[src/rtl/seq_dtc_param.sv]
// Serial pattern detector with a runtime-loadable pattern, length and overlap mode.
// Input bits are qualified by x_valid, and matches are counted in a saturating counter.
module seq_dtc_param #(
  parameter int unsigned          MAX_LEN     = 8,
  parameter int unsigned          CNT_W       = 8,
  parameter logic [MAX_LEN-1:0]   DEF_PATTERN = MAX_LEN'(4'b1101),
  parameter int unsigned          DEF_LEN     = 4,
  parameter bit                   DEF_OVL     = 1'b1,
  localparam int unsigned         LEN_W       = $clog2(MAX_LEN + 1)
) (
  input  logic               clk,
  input  logic               reset,
  input  logic               x,
  input  logic               x_valid,
  input  logic               cfg_load,
  input  logic [MAX_LEN-1:0] cfg_pattern,
  input  logic [LEN_W-1:0]   cfg_len,
  input  logic               cfg_ovl,
  output logic               z,
  output logic [CNT_W-1:0]   match_cnt,
  output logic               cfg_err
);

  logic [MAX_LEN-1:0] r_pattern;
  logic [LEN_W-1:0]   r_len;
  logic               r_ovl;
  logic [MAX_LEN-1:0] r_hist;
  logic [LEN_W-1:0]   r_fill;
  logic               r_z;
  logic [CNT_W-1:0]   r_cnt;
  logic               r_err;

  logic [MAX_LEN-1:0] w_hist_shift;
  logic [LEN_W-1:0]   w_fill_inc;
  logic [MAX_LEN-1:0] w_mask;
  logic               w_match;
  logic               w_cfg_ok;
  logic               w_cnt_max;

  // Match is judged on the history as it will be after this bit is shifted in.
  always_comb begin
    w_hist_shift = {r_hist[MAX_LEN-2:0], x};
    w_fill_inc   = (r_fill == LEN_W'(MAX_LEN)) ? r_fill : r_fill + 1'b1;
    w_mask       = '0;
    for (int i = 0; i < MAX_LEN; i++) begin
      w_mask[i] = (i < int'(r_len));
    end
    w_match   = (w_fill_inc >= r_len) && (((w_hist_shift ^ r_pattern) & w_mask) == '0);
    w_cfg_ok  = (cfg_len != '0) && (cfg_len <= LEN_W'(MAX_LEN));
    w_cnt_max = &r_cnt;
  end

  always_ff @(posedge clk or negedge reset) begin
    if (!reset) begin
      r_pattern <= DEF_PATTERN;
      r_len     <= LEN_W'(DEF_LEN);
      r_ovl     <= DEF_OVL;
      r_hist    <= '0;
      r_fill    <= '0;
      r_z       <= 1'b0;
      r_cnt     <= '0;
      r_err     <= 1'b0;
    end else begin
      r_z   <= 1'b0;
      r_err <= 1'b0;
      // A load, accepted or not, takes priority and swallows any coincident data bit.
      if (cfg_load) begin
        if (w_cfg_ok) begin
          r_pattern <= cfg_pattern;
          r_len     <= cfg_len;
          r_ovl     <= cfg_ovl;
          r_hist    <= '0;
          r_fill    <= '0;
        end else begin
          r_err <= 1'b1;
        end
      end else if (x_valid) begin
        r_hist <= w_hist_shift;
        r_fill <= (w_match && !r_ovl) ? '0 : w_fill_inc;
        r_z    <= w_match;
        if (w_match && !w_cnt_max) begin
          r_cnt <= r_cnt + 1'b1;
        end
      end
    end
  end

  assign z         = r_z;
  assign match_cnt = r_cnt;
  assign cfg_err   = r_err;

endmodule
[config.mk]
export PLATFORM = sky130hd
export DESIGN_NAME = seq_dtc_param
export DESIGN_NICKNAME = d
export VERILOG_FILES = /design/src/rtl/seq_dtc_param.sv
export SDC_FILE = /design/constraint.sdc
export NUM_CORES = 1
export LEC_CHECK = 0
export BUFFER_PORTS_ARGS = -buffer_cell sky130_fd_sc_hd__buf_4
export CAP_MARGIN = 10
export CORE_ASPECT_RATIO = 2
export CORE_UTILIZATION = 25
export DETAILED_ROUTE_END_ITERATION = 12
export GPL_ROUTABILITY_DRIVEN = 1
export GPL_TIMING_DRIVEN = 0
export PLACE_DENSITY_LB_ADDON = 0.25
export SLEW_MARGIN = 20
export SYNTH_ARGS = -nofsm -noshare
export SYNTH_HDL_FRONTEND = slang
export SYNTH_SLANG_ARGS = --single-unit
[constraint.sdc]
create_clock -name clk -period 2 [get_ports clk]
set_input_delay 0.3 -clock clk [delete_from_list [all_inputs] [get_ports clk]]
set_output_delay 0.3 -clock clk [all_outputs]
set_load 0.01 [all_outputs]
==> results of run 1 <==
[worst paths after layout]
| path | to |
|---|---|
| min reg2reg | r_hist[3]$_DFFE_PN0P_ |
| max | r_fill[1]$_DFFE_PN0P_ |
| max in group asynchronous | r_pattern[3]$_DFFE_PN1P_ |
| min in group asynchronous | z$_DFF_PN0_ |
| min | r_hist[0]$_DFFE_PN0P_ |
| max reg2reg | r_fill[1]$_DFFE_PN0P_ |
[synthesized netlist by cell type, types with 2 or more instances]
master and number:
xor2_1 9, nor3_1 2, nand2b_1 4, mux2_2 13, nand2_1 20, xnor2_1 8, ha_1 7, and3_1 2
clkbuf_1 2, nand3_1 10, o211ai_1 2, dfstp_2 5, buf_6 2, nor2_1 6, a32o_1 3, o21ai_0 2
nor4b_2 2, a21oi_1 5, nor2b_1 2, dfrtp_1 29, inv_1 6
[repair_timing]
| action | CTS | global route |
|---|---|---|
| gates cloned | 1 | 0 |
| buffers inserted | 8 | 2 |
| endpoints found under the setup margin | 16 | 16 |
| hold endpoints to repair | 29 | 0 |
| gates resized for setup | 11 | 5 |
| hold buffers | 1 | 0 |
| pin swaps | 4 | 1 |
[state kept, by name (all words and copies together) (netlist names)]
signal / cells
r_len: 4
r_fill: 4
r_pattern: 8
z: 1
r_hist: 7
match_cnt: 8
cfg_err: 1
r_ovl: 1
[per-stage QoR]
step | instances | utilization | instance area (um^2)
global route | 292 | 0.360 | 2400
CTS | 290 | 0.355 | 2370
global placement | 272 | 0.313 | 2090
detailed placement | 272 | 0.313 | 2090
floorplan | 157 | - | 1780
finish | 292 | 0.360 | 2400
[final cells by class]
class,instances,area [um^2],area share
multi-input combinational,114,938,0.391
sequential,34,857,0.357
timing repair buffer,38,295,0.123
clock buffer,7,143,0.0594
tap,88,110,0.0458
buffer,4,31.3,0.0130
inverter,6,22.5,0.00938
clock inverter,1,5.00,0.00208
[kinds of logic after synthesis]
| group | count (synthesis) | share of synthesized area |
|---|---|---|
| compound gates | 19 | 0.0771 |
| xor+xnor | 17 | 0.0850 |
| fa+ha+maj | 7 | 0.0500 |
| buf+inv | 10 | 0.0300 |
| flops | 34 | 0.489 |
| mux | 15 | 0.0979 |
| simple gates | 55 | 0.171 |
[power by group]
group	total [mW]	internal, mW	switching, mW
combinational	0.632	0.342	0.290
clock	0.776	0.493	0.283
sequential	0.892	0.796	0.0962
total	2.30	1.63	0.669
[layer usage]
layer / up-vias / wire [um] / share of wire
met5: - / 0 / 0
met3: 7 / 177 / 0.042
li1: 648 / - / -
met2: 25 / 2520 / 0.59
met1: 667 / 1450 / 0.34
met4: 0 / 117 / 0.027
[cell usage in the layout (no fill, tap or decap), types with 3 or more instances in the layout]
| cell type | synthesis | layout |
|---|---|---|
| a21oi_1 | 5 | 4 |
| buf_4 | 0 | 35 |
| mux2_2 | 13 | 13 |
| clkbuf_16 | 0 | 5 |
| inv_1 | 6 | 4 |
| nand2_1 | 20 | 17 |
| a32o_1 | 3 | 3 |
| xnor2_1 | 8 | 8 |
| dfstp_2 | 5 | 5 |
| dfrtp_1 | 29 | 29 |
| nand3_1 | 10 | 10 |
| nor2_1 | 6 | 3 |
| buf_6 | 2 | 4 |
| ha_1 | 7 | 5 |
| xor2_1 | 9 | 9 |
| nand2b_1 | 4 | 3 |
| nor2_2 | 0 | 3 |
[worst min-delay path: cells and delay by family]
kind                   cells  cell delay (ns)
buffers and inverters      1             0.09
AND/OR/NAND/NOR            2             0.09
==> summary.md, run 1 <==
| Metric | Value |
|---|---|
| Post-synth EDFFs | 0 |
| Initial antenna violation count | 0 |
| Max-slew headroom | 0.466 |
| Max-slew violations | 0 |
| Die X | ~61 um |
| Setup TNS | -4.63 ns |
| Synth area leader | dfrtp_1 |
| CORE AREA | 0.00667 mm^2 |
| P per Cell Area | 957 mW/mm^2 |
| Violated checks | negative setup slack |
| Worst path slowest cell | dfrtp_1 |
| I/O pins | 28 |
| Root buf cell | clkbuf_16 |
| Syn_area_per_cell | 11.2 um^2 |
| Sequential share of the synthesized area | 0.489 |
| Buf/Inv on CP | 1 |
| Setup Skew | roughly 0.003 ns |
| Top cells by area, synth | dfrtp_1 (41%), mux2_2 (8.4%), dfstp_2 (7.5%) |
| Number of port buffers | 27 |
| DRC Markers | 0 |
| Worst Setup Start Kind | register |
| Max incr delay on CP | 0.42 ns |
| Met1 Usage GRT | 0.134 |
| Synthesis Warnings | 0 |
| Kind of critical path | register to register |
| Reg-to-reg slack, setup | -0.41 ns |
| Post-synth top area share | 0.414 |
| N_diodes | 0 |
| Die Y | 120 um |
| Full die area | 0.00737 mm^2 |
| Endpoint class of the critical path | register |
| CTS sink cnt | 34 |
| Post-DP HPWL | about 3000 um |
| Pre-CTS setup slack | -0.565 ns |
| Max-cap viol count | 0 |
| Asr flop ratio synth | 1.00 |
| Worst hold slack | 0.242 ns |
| Worst Path Required | about 2.2 ns |
| Share of cells above drive strength 1 | 0.422 |
| Met2 usage | 0.243 |
| Synth-to-Final Area Change | 37.1% |
| Largest buffer count on any clock path | 2 |
| First-pass GRT wire length | 6910 um |
| Detail-routed via count per cell | 4.61 |
| # fillers | between 600 and 700 |
| Top Family by Delay on Critical Path | compound AO/OA/AOI/OAI gates |
| Number of CTS-inserted buffers | 5 |
| FF-to-FF path depth | 12 |
| Fin. Hold Viols | 0 |
| ANT nets after route | 0 |
| HP Class | primary input to register |
| Critical Path Stages | 12 |
| Largest net degree at the start of global routing | 35 |
| Total power | 2.30 mW |
| Status | finished with violations |
| Worst skew pair latency | 0.28 ns |
| DRT Wirelength | 4260 um |
| LEAKAGE | 1.12 nW |
| Routability Congestion | about 0.75 |
| #FFs+latches synth | 34 |
| Tcrit/Tclk final | 1.21 |
| Cells after synthesis | 157 |
| Vias | roughly 1,300 |
| Row cnt | 42 |
| Slew @ Worst Pin | 0.793 ns |
| Cell variety after synth | 37 |
| VDD IR max | 0.586 mV |
| Crit path cell chain | inv_2 -> ha_4 -> nand2_4 -> nand2_2 -> mux2i_1 -> ha_2 -> o21a_1 -> o22ai_2 -> a21oi_2 -> nand4_4 -> or2_4 -> a32o_1 |
| Crit path from | r_fill[0]$_DFFE_PN0P_ |
| Tmin final | 2.41 ns |
| CTS tree | yes |
| Worst hold start | x |
| Cell area after synthesis | 0.00175 mm^2 |
| Final net count | around 230 |
| CP Max Fanout | 5 |
| Worst Setup Slack, final | -0.412 ns |
| F_max | 415 MHz |
| Worst Hold Depth | 3 |
| GR Util All Layers | 0.134 |
| Layer with the highest usage | met2 |
| Drt initial violations | 24 |
| Vias in the first global route | 1,363 |
| Pre-Repair DR Iteration Count | 4 |
| Arr. time, crit path | ~2.6 ns |
| Most used DFF post-synth | dfrtp_1 |
| Total grt overflow | 0 |
| Worst r2r src | r_fill[0]$_DFFE_PN0P_ |
| Setup violators final | 13 |
| H-tree depth | 2 |
| Drt wl/cell | 14.6 um |
| Clock transition at path regs | 0.05 ns |
| M3 GR Usage | 0.0214 |
| Initial core utilization | 0.262 |
| Synthesized Nets | approximately 180 |
| RSZ-0062 raised after global routing | yes |
Power figures use the tool's default switching activity.
==> run 2: changes to the inputs <==
Settings changed: CORE_MARGIN set to 5.
==> summary.md, run 2 (same netlist as run 1, synthesis figures left out) <==
| Metric | Value |
|---|---|
| Status | finished with violations (unchanged) |
| Violated checks | negative setup slack (unchanged) |
| CORE AREA | 0.00689 mm^2 (was 0.00667 mm^2) |
| Largest net degree at the start of global routing | 35 (unchanged) |
| Final non-filler cell total | 294 (was 292) |
| HP Class | primary input to register (unchanged) |
| # fillers | 770 (was 693) |
| Setup Skew | 0.00679 ns (was 0.00300 ns) |
| DRC Markers | 0 (unchanged) |
| Endpoint class of the critical path | register (unchanged) |
| Clock power frac | 0.352 (was 0.337) |
| Max-slew violations | 0 (unchanged) |
| Crit path cell chain | inv_2 -> ha_4 -> nand2_4 -> nand2_4 -> mux2i_4 -> ha_4 -> o21a_1 -> o22ai_2 -> a21oi_4 -> buf_4 -> nand4_4 -> and3b_2 -> xor2_1 (was inv_2 -> ha_4 -> nand2_4 -> nand2_2 -> mux2i_1 -> ha_2 -> o21a_1 -> o22ai_2 -> a21oi_2 -> nand4_4 -> or2_4 -> a32o_1) |
| Switching portion of total power | 0.286 (was 0.291) |
| First-pass GRT wire length | 6960 um (was 6910 um) |
| Max-cap viol count | 0 (unchanged) |
| Tcrit/Tclk final | 1.17 (was 1.21) |
| Number of CTS-inserted buffers | 5 (unchanged) |
| Placed insts | 274 (was 272) |
| Arr. time, crit path | 2.51 ns (was 2.58 ns) |
| Total grt overflow | 0 (unchanged) |
| Drt initial violations | 23 (was 24) |
| Buf/Inv on CP | 2 (was 1) |
| Die X | 69.2 um (was 61.2 um) |
| Die Y | 128 um (was 120 um) |
| Max incr delay on CP | 0.42 ns (about the same) |
| P per Cell Area | 986 mW/mm^2 (was 957 mW/mm^2) |
| Most common cell after layout, fill and taps aside | buf_4 (unchanged) |
| Root buf cell | clkbuf_16 (unchanged) |
| Kind of critical path | register to register (unchanged) |
| Vias | 1,351 (was 1,347) |
| Largest buffer count on any clock path | 2 (unchanged) |
| Worst Setup Slack, final | -0.348 ns (was -0.412 ns) |
| CP Max Fanout | 4 (was 5) |
| Worst path slowest cell | dfrtp_1 (unchanged) |
| Routability Congestion | 0.742 (was 0.753) |
| Worst Path Required | 2.17 ns (about the same) |
| Synth-to-Final Area Change | 42.4% (was 37.1%) |
| Setup violators final | 13 (unchanged) |
| ANT nets after route | 0 (unchanged) |
| Share of cells above drive strength 1 | 0.451 (was 0.422) |
| Combinational share of power | 0.283 (was 0.275) |
| CTS tree | yes (unchanged) |
| Detail-routed via count per cell | 4.60 (was 4.61) |
| Drt wl/cell | 14.1 um (was 14.6 um) |
| Slew @ Worst Pin | 0.742 ns (was 0.793 ns) |
| LEAKAGE | 1.15 nW (was 1.12 nW) |
| H-tree depth | 2 (unchanged) |
| Fin. Hold Viols | 0 (unchanged) |
| Flop pwr share | 0.365 (was 0.388) |
| Pre-CTS setup slack | -0.558 ns (was -0.565 ns) |
| RSZ-0062 raised after global routing | yes (unchanged) |
| F_max | 426 MHz (was 415 MHz) |
| Worst Setup Start Kind | register (unchanged) |
| N_diodes | 0 (unchanged) |
| VDD IR max | 0.454 mV (was 0.586 mV) |
| Initial core utilization | 0.254 (was 0.262) |
| Max-slew headroom | 0.500 (was 0.466) |
| Clock transition at path regs | 0.06 ns (was 0.05 ns) |
| Full die area | 0.00888 mm^2 (was 0.00737 mm^2) |
| Post-DP HPWL | 3050 um (was 2990 um) |
| Most frequent cells in the layout | buf_4 (36), dfrtp_1 (29), nand2_1 (17), mux2_2 (12), nand3_1 (10) (was buf_4 (35), dfrtp_1 (29), nand2_1 (17), mux2_2 (13), nand3_1 (10)) |
| GR Util All Layers | 0.102 (was 0.134) |
| Worst skew pair latency | 0.28 ns (about the same) |
| Final net count | 228 (unchanged) |
| DRT Wirelength | 4140 um (was 4260 um) |
| Internal | 1.76 mW (was 1.63 mW) |
| Top Family by Delay on Critical Path | simple AND/OR/NAND/NOR gates (was compound AO/OA/AOI/OAI gates) |
| Setup TNS | -3.46 ns (was -4.63 ns) |
| Psw | 704 uW (was 669 uW) |
| Initial antenna violation count | 0 (unchanged) |
| CTS sink cnt | 34 (unchanged) |
| I/O pins | 28 (unchanged) |
| Number of port buffers | 27 (unchanged) |
| Tmin final | 2.35 ns (was 2.41 ns) |
| Row cnt | 43 (was 42) |
| Vias in the first global route | 1,423 (was 1,363) |
| Pre-Repair DR Iteration Count | 4 (unchanged) |
| Total power | 2.46 mW (was 2.30 mW) |
==> run 2: cell count changes in the layout (fill, tap and decap cells not counted), sizes merged <==
cell | before | now
clkbuf | 9 | 6
buf | 39 | 40
bufinv | 0 | 1
clkinv | 1 | 2
==> run 2: worst register-to-register path, stage by stage, from the launching register on <==
cell and delay [ns]:
dfrtp_1 0.42, inv_2 0.07, ha_4 0.16, nand2_4 0.08, nand2_4 0.05, mux2i_4 0.19
ha_4 0.23, o21a_1 0.19, o22ai_2 0.18, a21oi_4 0.06, buf_4 0.16, nand4_4 0.08
and3b_2 0.23, xor2_1 0.13
==> run 2: final timing paths <==
kind                                  startpoint                  endpoint  slack (ns)  depth (start not counted)
min in group asynchronous                  reset  r_pattern[5]$_DFFE_PN0P_        0.50                          2
max in group asynchronous                  reset  r_pattern[0]$_DFFE_PN1P_        1.15                          2
max reg2reg                r_fill[0]$_DFFE_PN0P_  match_cnt[4]$_DFFE_PN0P_       -0.35                         13
min                                            x     r_hist[0]$_DFFE_PN0P_        0.23                          3
max                        r_fill[0]$_DFFE_PN0P_  match_cnt[4]$_DFFE_PN0P_       -0.35                         13
min reg2reg                r_hist[4]$_DFFE_PN0P_     r_hist[5]$_DFFE_PN0P_        0.51                          2
==> run 2: final cells by class <==
| cell class | instances | area [um^2] | area share |
|---|---|---|---|
| Clock buffer | 5 | 125 | 0.0502 |
| Sequential cell | 34 | 857 | 0.344 |
| Timing Repair Buffer | 39 | 303 | 0.121 |
| Inverter | 6 | 22.5 | 0.00903 |
| Tap cell | 90 | 113 | 0.0452 |
| Clock inverter | 3 | 40.0 | 0.0161 |
| Buffer | 3 | 26.3 | 0.0105 |
| Multi-Input combinational cell | 114 | 1010 | 0.404 |
==> run 2: metrics by stage <==
step                instance area, um^2  utilization  hold WS [ns]
finish                             2490        0.362         0.231
floorplan                          1780            -       0.00441
CTS                                2440        0.354         0.225
global route                       2490        0.362         0.247
detailed placement                 2090        0.304         0.276
global placement                   2090        0.304         0.280
==> run 2: power by group through the flow <==
stage / Clock, mW / Sequential (mW) / Combinational, mW
global placement: 0 / 0.903 / 0.477
CTS: 0.893 / 0.898 / 0.676
global route: 0.921 / 0.910 / 0.764
floorplan: 0 / 0.889 / 0.318
finish: 0.867 / 0.897 / 0.696
detailed placement: 0 / 0.904 / 0.481
==> run 2: repair_timing <==
action	in CTS	in global routing
hold endpoints to repair	29	0
gates cloned	1	0
resized for setup	21	7
buffers inserted	7	4
pin swaps	10	7
endpoints found under the setup margin	16	16
hold buffers	1	0
==> run 2: layer usage <==
metal  routed length, um  up-vias  global-route usage
li1                    -      649                   -
met5                   0        -                   0
met1                1460      669              0.0956
met4                 173        0              0.0783
met3                  71       10              0.0164
met2                2440       23               0.193
